## src/rtl/irq_arbiter.sv

```systemverilog
// irq_arbiter: edge-captured interrupt arbiter with mask, ack timeout and IDLE/PEND/SERV handshake.
// Define IRQ_PRIORITY_ROTATE_EN for round-robin selection; the default is fixed lowest-index-first.
module irq_arbiter #(
  parameter int NUM_SRC     = 4,
  parameter int ACK_TIMEOUT = 255
) (
  input  logic               clk,
  input  logic               RESET_N,
  input  logic [NUM_SRC-1:0] irq_src,
  input  logic               mask_we,
  input  logic [NUM_SRC-1:0] mask_wdata,
  output logic               IRQ,
  output logic [3:0]         irq_id,
  input  logic               irq_ack,
  input  logic               irq_done,
  output logic [NUM_SRC-1:0] pending,
  output logic               timeout_flag
);
  typedef enum logic [1:0] {IDLE, PEND, SERV} state_t;
  state_t r_state, w_next;
  logic [NUM_SRC-1:0] r_prev, r_pend, r_mask, w_edge, w_elig, w_clr;
  logic [3:0] r_id, w_sel;
  logic [15:0] r_cnt;
  logic r_to, w_ack, w_timeout;
  assign w_edge    = irq_src & ~r_prev;
  assign w_elig    = r_pend & r_mask;
  assign w_ack     = (r_state == PEND) && irq_ack;
  assign w_timeout = (r_state == PEND) && !irq_ack && (r_cnt == 16'(ACK_TIMEOUT - 1));
  assign w_clr     = w_ack ? (NUM_SRC'(1) << r_id) : '0;
  assign IRQ          = (r_state == PEND);
  assign irq_id       = r_id;
  assign pending      = r_pend;
  assign timeout_flag = r_to;
`ifdef IRQ_PRIORITY_ROTATE_EN
  logic [3:0] r_last;
  always_ff @(posedge clk or negedge RESET_N)
    if (!RESET_N) r_last <= 4'(NUM_SRC - 1);
    else if (w_ack) r_last <= r_id;
  // Descending scan so the first eligible source after r_last is the one kept
  always_comb begin
    w_sel = '0;
    for (int k = NUM_SRC - 1; k >= 0; k--)
      if (w_elig[(int'(r_last) + 1 + k) % NUM_SRC]) w_sel = 4'((int'(r_last) + 1 + k) % NUM_SRC);
  end
`else
  always_comb begin
    w_sel = '0;
    for (int i = NUM_SRC - 1; i >= 0; i--)
      if (w_elig[i]) w_sel = 4'(i);
  end
`endif
  always_ff @(posedge clk or negedge RESET_N)
    if (!RESET_N) r_state <= IDLE;
    else r_state <= w_next;
  always_comb begin
    w_next = r_state;
    case (r_state)
      IDLE:    w_next = |w_elig ? PEND : IDLE;
      PEND:    w_next = irq_ack ? SERV : (w_timeout ? IDLE : PEND);
      SERV:    w_next = irq_done ? IDLE : SERV;
      default: w_next = IDLE;
    endcase
  end
  always_ff @(posedge clk or negedge RESET_N)
    if (!RESET_N) begin
      r_prev <= '0;
      r_pend <= '0;
      r_mask <= '1;
      r_id   <= '0;
      r_cnt  <= '0;
      r_to   <= 1'b0;
    end else begin
      r_prev <= irq_src;
      r_pend <= (r_pend & ~w_clr) | w_edge;
      if (mask_we) r_mask <= mask_wdata;
      if (r_state == IDLE && |w_elig) r_id <= w_sel;
      r_cnt  <= (r_state == PEND) ? r_cnt + 16'd1 : '0;
      if (w_timeout) r_to <= 1'b1;
    end
endmodule
```

## config.mk

```make
export PLATFORM = sky130hd
export DESIGN_NAME = irq_arbiter
export DESIGN_NICKNAME = d
export VERILOG_FILES = /design/src/rtl/irq_arbiter.sv
export SDC_FILE = /design/constraint.sdc
export NUM_CORES = 1
export LEC_CHECK = 0
export ABC_AREA = 1
export BUFFER_PORTS_ARGS = -buffer_cell sky130_fd_sc_hd__buf_4
export CAP_MARGIN = 25
export CORE_MARGIN = 1
export CORE_UTILIZATION = 30
export CTS_BUF_LIST = sky130_fd_sc_hd__clkbuf_4
export CTS_CLUSTER_DIAMETER = 60
export DETAILED_ROUTE_END_ITERATION = 10
export GPL_TIMING_DRIVEN = 0
export SYNTH_ARGS = -nofsm -noshare
export SYNTH_HDL_FRONTEND = slang
export SYNTH_SLANG_ARGS = --single-unit
export TNS_END_PERCENT = 100
```

## constraint.sdc

```tcl
create_clock -name clk -period 1.42 [get_ports clk]
set_clock_uncertainty 0.05 [all_clocks]
set_input_delay 0.142 -clock clk [delete_from_list [all_inputs] [get_ports clk]]
set_output_delay 0.142 -clock clk [all_outputs]
set_load 0.05 [all_outputs]
```

; ---- Word-level counts from Yosys, hierarchy flattened
; Cells that the tools add are included.
[totals]
ff_bits = 35
[op_classes]
n_mux = 11
n_bitwise = 6
addsub = 1
reduce_logical = 7
eq_ne = 3
n_shift = 1
[op_table]
columns = operator, count
row1 = adder 16 x 1 -> 16 bit (second input constant), 1
row2 = equality test 16 x 8 -> 1 bit (second input constant), 1
row3 = two-way mux 16 bit, 1
row4 = AND 4 bit, 3
row5 = two-way mux 2 bit, 5
row6 = two-way mux 4 bit, 2
row7 = inverter 4 bit, 2
row8 = case mux 2 bit (3 select lines), 1
row9 = logical AND 1 bit, 4
row10 = OR 4 bit, 1
row11 = OR reduction 4 bit, 1
row12 = << shifter 1 x 4 -> 4 bit (first input constant), 1
row13 = equality test 2 x 1 -> 1 bit (second input constant), 1
row14 = equality test 2 bit (second input constant), 1
row15 = logical NOT 2 bit, 1
row16 = two-way mux 1 bit, 2
row17 = logical NOT 1 bit, 1

; ---- Depth between registers and ports, before layout
[depth]
ltp_word = 6
mapped_depth = 8
depth_no_buf = 8

; ---- Least setup slack after synthesis
; Ideal clock, no wire load.
[synth_timing]
path_type = reg2reg
startpoint = register r_pend[1], in the netlist pending[1]
endpoint = register r_id[1], in the netlist irq_id[1]
path_stages_with_launch = 5
n_path_buf = 0
required_time_ps = 1223
period_less_slack_ps = 1346
arrival_ps = 1149
slack_ps = 74
setup_time_ps = 147
path_cell_list = dfrtp_1 > nand2_1 > nand2_1 > o21ai_0 > a22oi_1
[synth_between]
elab_chain_len = 3
[synth_rtl]
columns = item, line_no
row1 = start: declaration, 21  ; logic [NUM_SRC-1:0] r_prev, r_pend, r_mask, w_edge, w_elig, w_clr;
row2 = start signal: assignment, 74  ; r_pend <= (r_pend & ~w_clr) | w_edge;
row3 = AND 4 bit *, 26  ; assign w_elig = r_pend & r_mask;
row4 = two-way mux 2 bit / OR reduction 4 bit (equally long branches), "49, 76"
row5 = two-way mux 4 bit / logical AND 1 bit (equally long branches), "49, 76"
row6 = end signal: assignment, 76  ; if (r_state == IDLE && |w_elig) r_id <= w_sel;
row7 = end: declaration, 22  ; logic [3:0] r_id, w_sel;
; Every way passes the cells marked *; elsewhere a longest branch is shown, timed or not.
; A chain may end at the register's enable or synchronous reset.

; ---- Worst setup path in the final report
[layout_timing]
startpoint = register r_cnt[1]
endpoint = register r_cnt[12]
[layout_between]
elab_chain_len = 2
[layout_rtl]
columns = item, line_no
row1 = start: declaration, 23  ; logic [15:0] r_cnt;
row2 = start signal: assignment, 77  ; r_cnt <= (r_state == PEND) ? r_cnt + 16'd1 : '0;
row3 = adder 16 x 1 -> 16 bit, 77
row4 = two-way mux 16 bit, 77
; Every way passes these cells.

==> flow_metrics.py <==
metrics = {
    "setup_path": {
        "path_class": "register to register",
        "endpoint_kind": "register",
        "cp_top_family": "simple AND/OR/NAND/NOR gates",
        "slowest_delay_ps": 420,
        "cp_max_fo": 4,
        "arrival_ps": 1550,
        "crit_path_start_kind": "register",
        "worst-path-buf-inv": 1,
        "crit_required_ps": 1620,
        "crit_chain": "ha_2, nand3_2, inv_2, nand2_4, nor2_4, nand2_2, nor2_2, nor2_1",
        "slowest_stage": "dfrtp_1",
    },
    "die": {
        "die_w_um": 74.9,
        "io_pins": 23,
        "rows": 26,
        "fp.dieH_um": 74.9,
        "initial_utilization_pct": 31.2,
        "core_area_sq_mm": 0.00511,
        "die_area_sq_mm": 0.00561,
    },
    "cts": {
        "clockRootBuffer": "clkbuf_4",
        "cts_sinks": 33,
        "cts_buffer_depth": 2,
        "h-tree-depth": 2,
        "insertion_delay_ps": 340,
        "clk_pin_slew_ps": 110,
        "cts_made_buffers": 5,
        "cts_tree": "built",
    },
    "grt": {
        "overflow": 0,
        "grt_pass1_vias": 1113,
        "use_met3_pct": 3.61,
        "grt_use_met1_pct": 17.4,
        "grt_pass1_wl_um": 5130,
        "grt_util_met2_pct": 17.8,
        "grt_usage_pct": 12.4,
        "top_usage_layer": "met2",
        "grt_max_degree": 34,
        "grt_antenna_before_repair": 0,
    },
    "detailed_routing": {
        "wl_um": 3020,
        "via_count": 1226,
        "ant_nets": 0,
        "dr.pass1.iters": 4,
        "viasPerCell": 4.14,
        "first_iter_violations": 48,
        "drc": 0,
        "avgRoutedWirePerCell_um": 10.2,
    },
    "finish": {
        "final_util_pct": 40.0,
        "final_common_cell": "nand2_1",
        "regArea_sq_um": 831,
        "area_growth_pct": 28.3,
        "final_cell_mix": "nand2_1, dfrtp_1, nor2_1, buf_4, inv_1",
        "fillers": 542,
        "drive_gt1_share_pct": 28.3,
        "layout.nets": 240,
        "multiInputGateArea_sq_um": 669,
        "diodes": 0,
    },
    "power": {
        "power_mw": 2.89,
        "power.leakage_nw": 0.914,
        "power_density_mw_per_mm2": 1410,
        "peakVddDrop_uv": 793,
    },
    "place": {
        "globalplace.congestion": 0.753,
        "dp_hpwl_um": 2090,
        "place_ws_ps": 72.7,
        "port-buffer-count": 20,
    },
    "sta": {
        "hold_viol": 0,
        "min_period_over_period_pct": 94.8,
        "slew_violations": 0,
        "fin_ws_ps": 73.3,
        "max_freq_mhz": 743,
        "finalSetupViolCount": 0,
        "post-route-min-period_ps": 1350,
    },
    "logic_synthesis": {
        "synth-simple-area-share_pct": 26.3,
        "synth_fa_ha_area_share_pct": 1.57,
        "netlist_area_sq_mm": 0.00159,
        "syn_inst": 183,
        "synth-seq-cells": 33,
        "synth.distinct_cells": 28,
        "synth-warning-count": 0,
        "synth_compound_area_share_pct": 7.85,
        "synthFlopType": "dfrtp_1",
        "seq_area_frac_synth_pct": 52.1,
        "synth_mux_area_share_pct": 2.83,
        "async_flop_share_pct": 100,
        "synth-xor-area-share_pct": 2.20,
        "synth_top_family_by_area": "simple AND/OR/NAND/NOR gates",
        "synth_edf_count": 0,
        "syn_avg_cell_area_sq_um": 8.71,
    },
    "run": {
        "maxCapViolCount": 0,
    },
    "worst_hold_path": {
        "hold_class": "input port to register",
    },
    "status": {
        "status": "finished, final reports clean",
    },
}
## final timing paths
check	from	to	slack, ps	cells after the start
worst max register to register	r_cnt[1]$_DFF_PN0_	r_cnt[12]$_DFF_PN0_	70	8
worst max-delay path	r_cnt[1]$_DFF_PN0_	r_cnt[12]$_DFF_PN0_	70	8
worst min-delay path	irq_ack	r_state[0]$_DFF_PN0_	10	4
worst min register to register	r_prev[1]$_DFF_PN0_	pending[1]$_DFF_PN0_	370	1
min in group asynchronous	RESET_N	r_cnt[14]$_DFF_PN0_	220	2
max in group asynchronous	RESET_N	r_mask[1]$_DFFE_PN1P_	780	2
## registers in the layout, summed over array words and instances (netlist names)
register / count
timeout_flag: 1
r_cnt: 16
r_state: 2
r_prev: 4
pending: 4
r_mask: 4
irq_id: 2
## synth_stat cells, types with 2 or more instances
library cell | n | area [sq um]
a21oi_1 | 3 | 15.0
buf_4 | 2 | 15.0
dfrtp_1 | 29 | 726
dfstp_2 | 4 | 105
ha_1 | 2 | 25.0
inv_1 | 23 | 86.3
mux2_2 | 4 | 45.0
nand2_1 | 39 | 146
nand2_2 | 3 | 18.8
nand3_1 | 7 | 35.0
nand3_2 | 2 | 20.0
nand4_1 | 2 | 12.5
nor2_1 | 27 | 101
nor2_2 | 3 | 18.8
nor2_4 | 4 | 45.0
nor3_1 | 2 | 10.0
o21ai_0 | 13 | 65.1
o21ai_1 | 2 | 10.0
xor2_1 | 3 | 26.3
## area by class of cell
class / instances / share of cell area, %
clock inverters: 3 / 1.10
clock buffers: 5 / 1.84
well taps: 70 / 4.28
inverters: 24 / 4.53
flip-flops and latches: 33 / 40.6
plain buffers: 3 / 0.979
repair buffers: 34 / 13.9
multi-input cells: 124 / 32.7
## where the power goes
group / leakage, nW / switching [mW] / internal, mW
combinational: 0.481 / 0.736 / 0.389
sequential: 0.409 / 0.131 / 1.09
clock: 0.0234 / 0.346 / 0.191
## metrics by stage
stage / cells / instance area (sq um) / hold WS (ps) / setup TNS, ps
5_1_grt: 296 / 2040 / 25.1 / -16.9
6_report: 296 / 2040 / 10.1 / 0
3_3_place_gp: 274 / 1840 / 66.1 / 0
3_5_place_dp: 274 / 1840 / 63.1 / 0
2_1_floorplan: 184 / 1600 / -204 / 0
4_1_cts: 293 / 2010 / 0.958 / 0
## cells by family (layout without fill, tap and decap cells)
group,after synthesis,in the layout
AND/OR/NAND/NOR,90,90
flip-flops,33,33
buffers and inverters,27,69
AO/OA/AOI/OAI,22,22
XOR/XNOR,4,4
multiplexers,4,4
adder cells (fa/ha/maj),2,2
other,1,2
## worst register-to-register path, cell delays in order, from the launching register on
cell	delay (ps)
dfrtp_1	420
ha_2	210
nand3_2	130
inv_2	120
nand2_4	60
nor2_4	90
nand2_2	60
nor2_2	70
nor2_1	40
## timing repair
action                     in CTS  in global routing
buffers inserted                1                  3
gates resized for setup         3                  6
hold endpoints to repair       42                  0
setup endpoints to repair       1                  6
hold buffers                   10                  0
pin swaps                       0                  1
## metal layers
layer  vias to the layer above  share of wire, %
li1                        654                 -
met1                       556                50
met2                        11                46
met3                         5               2.3
met4                         0               1.9
met5                         -                 0
No activity file was read; power rests on OpenSTA's default activity.
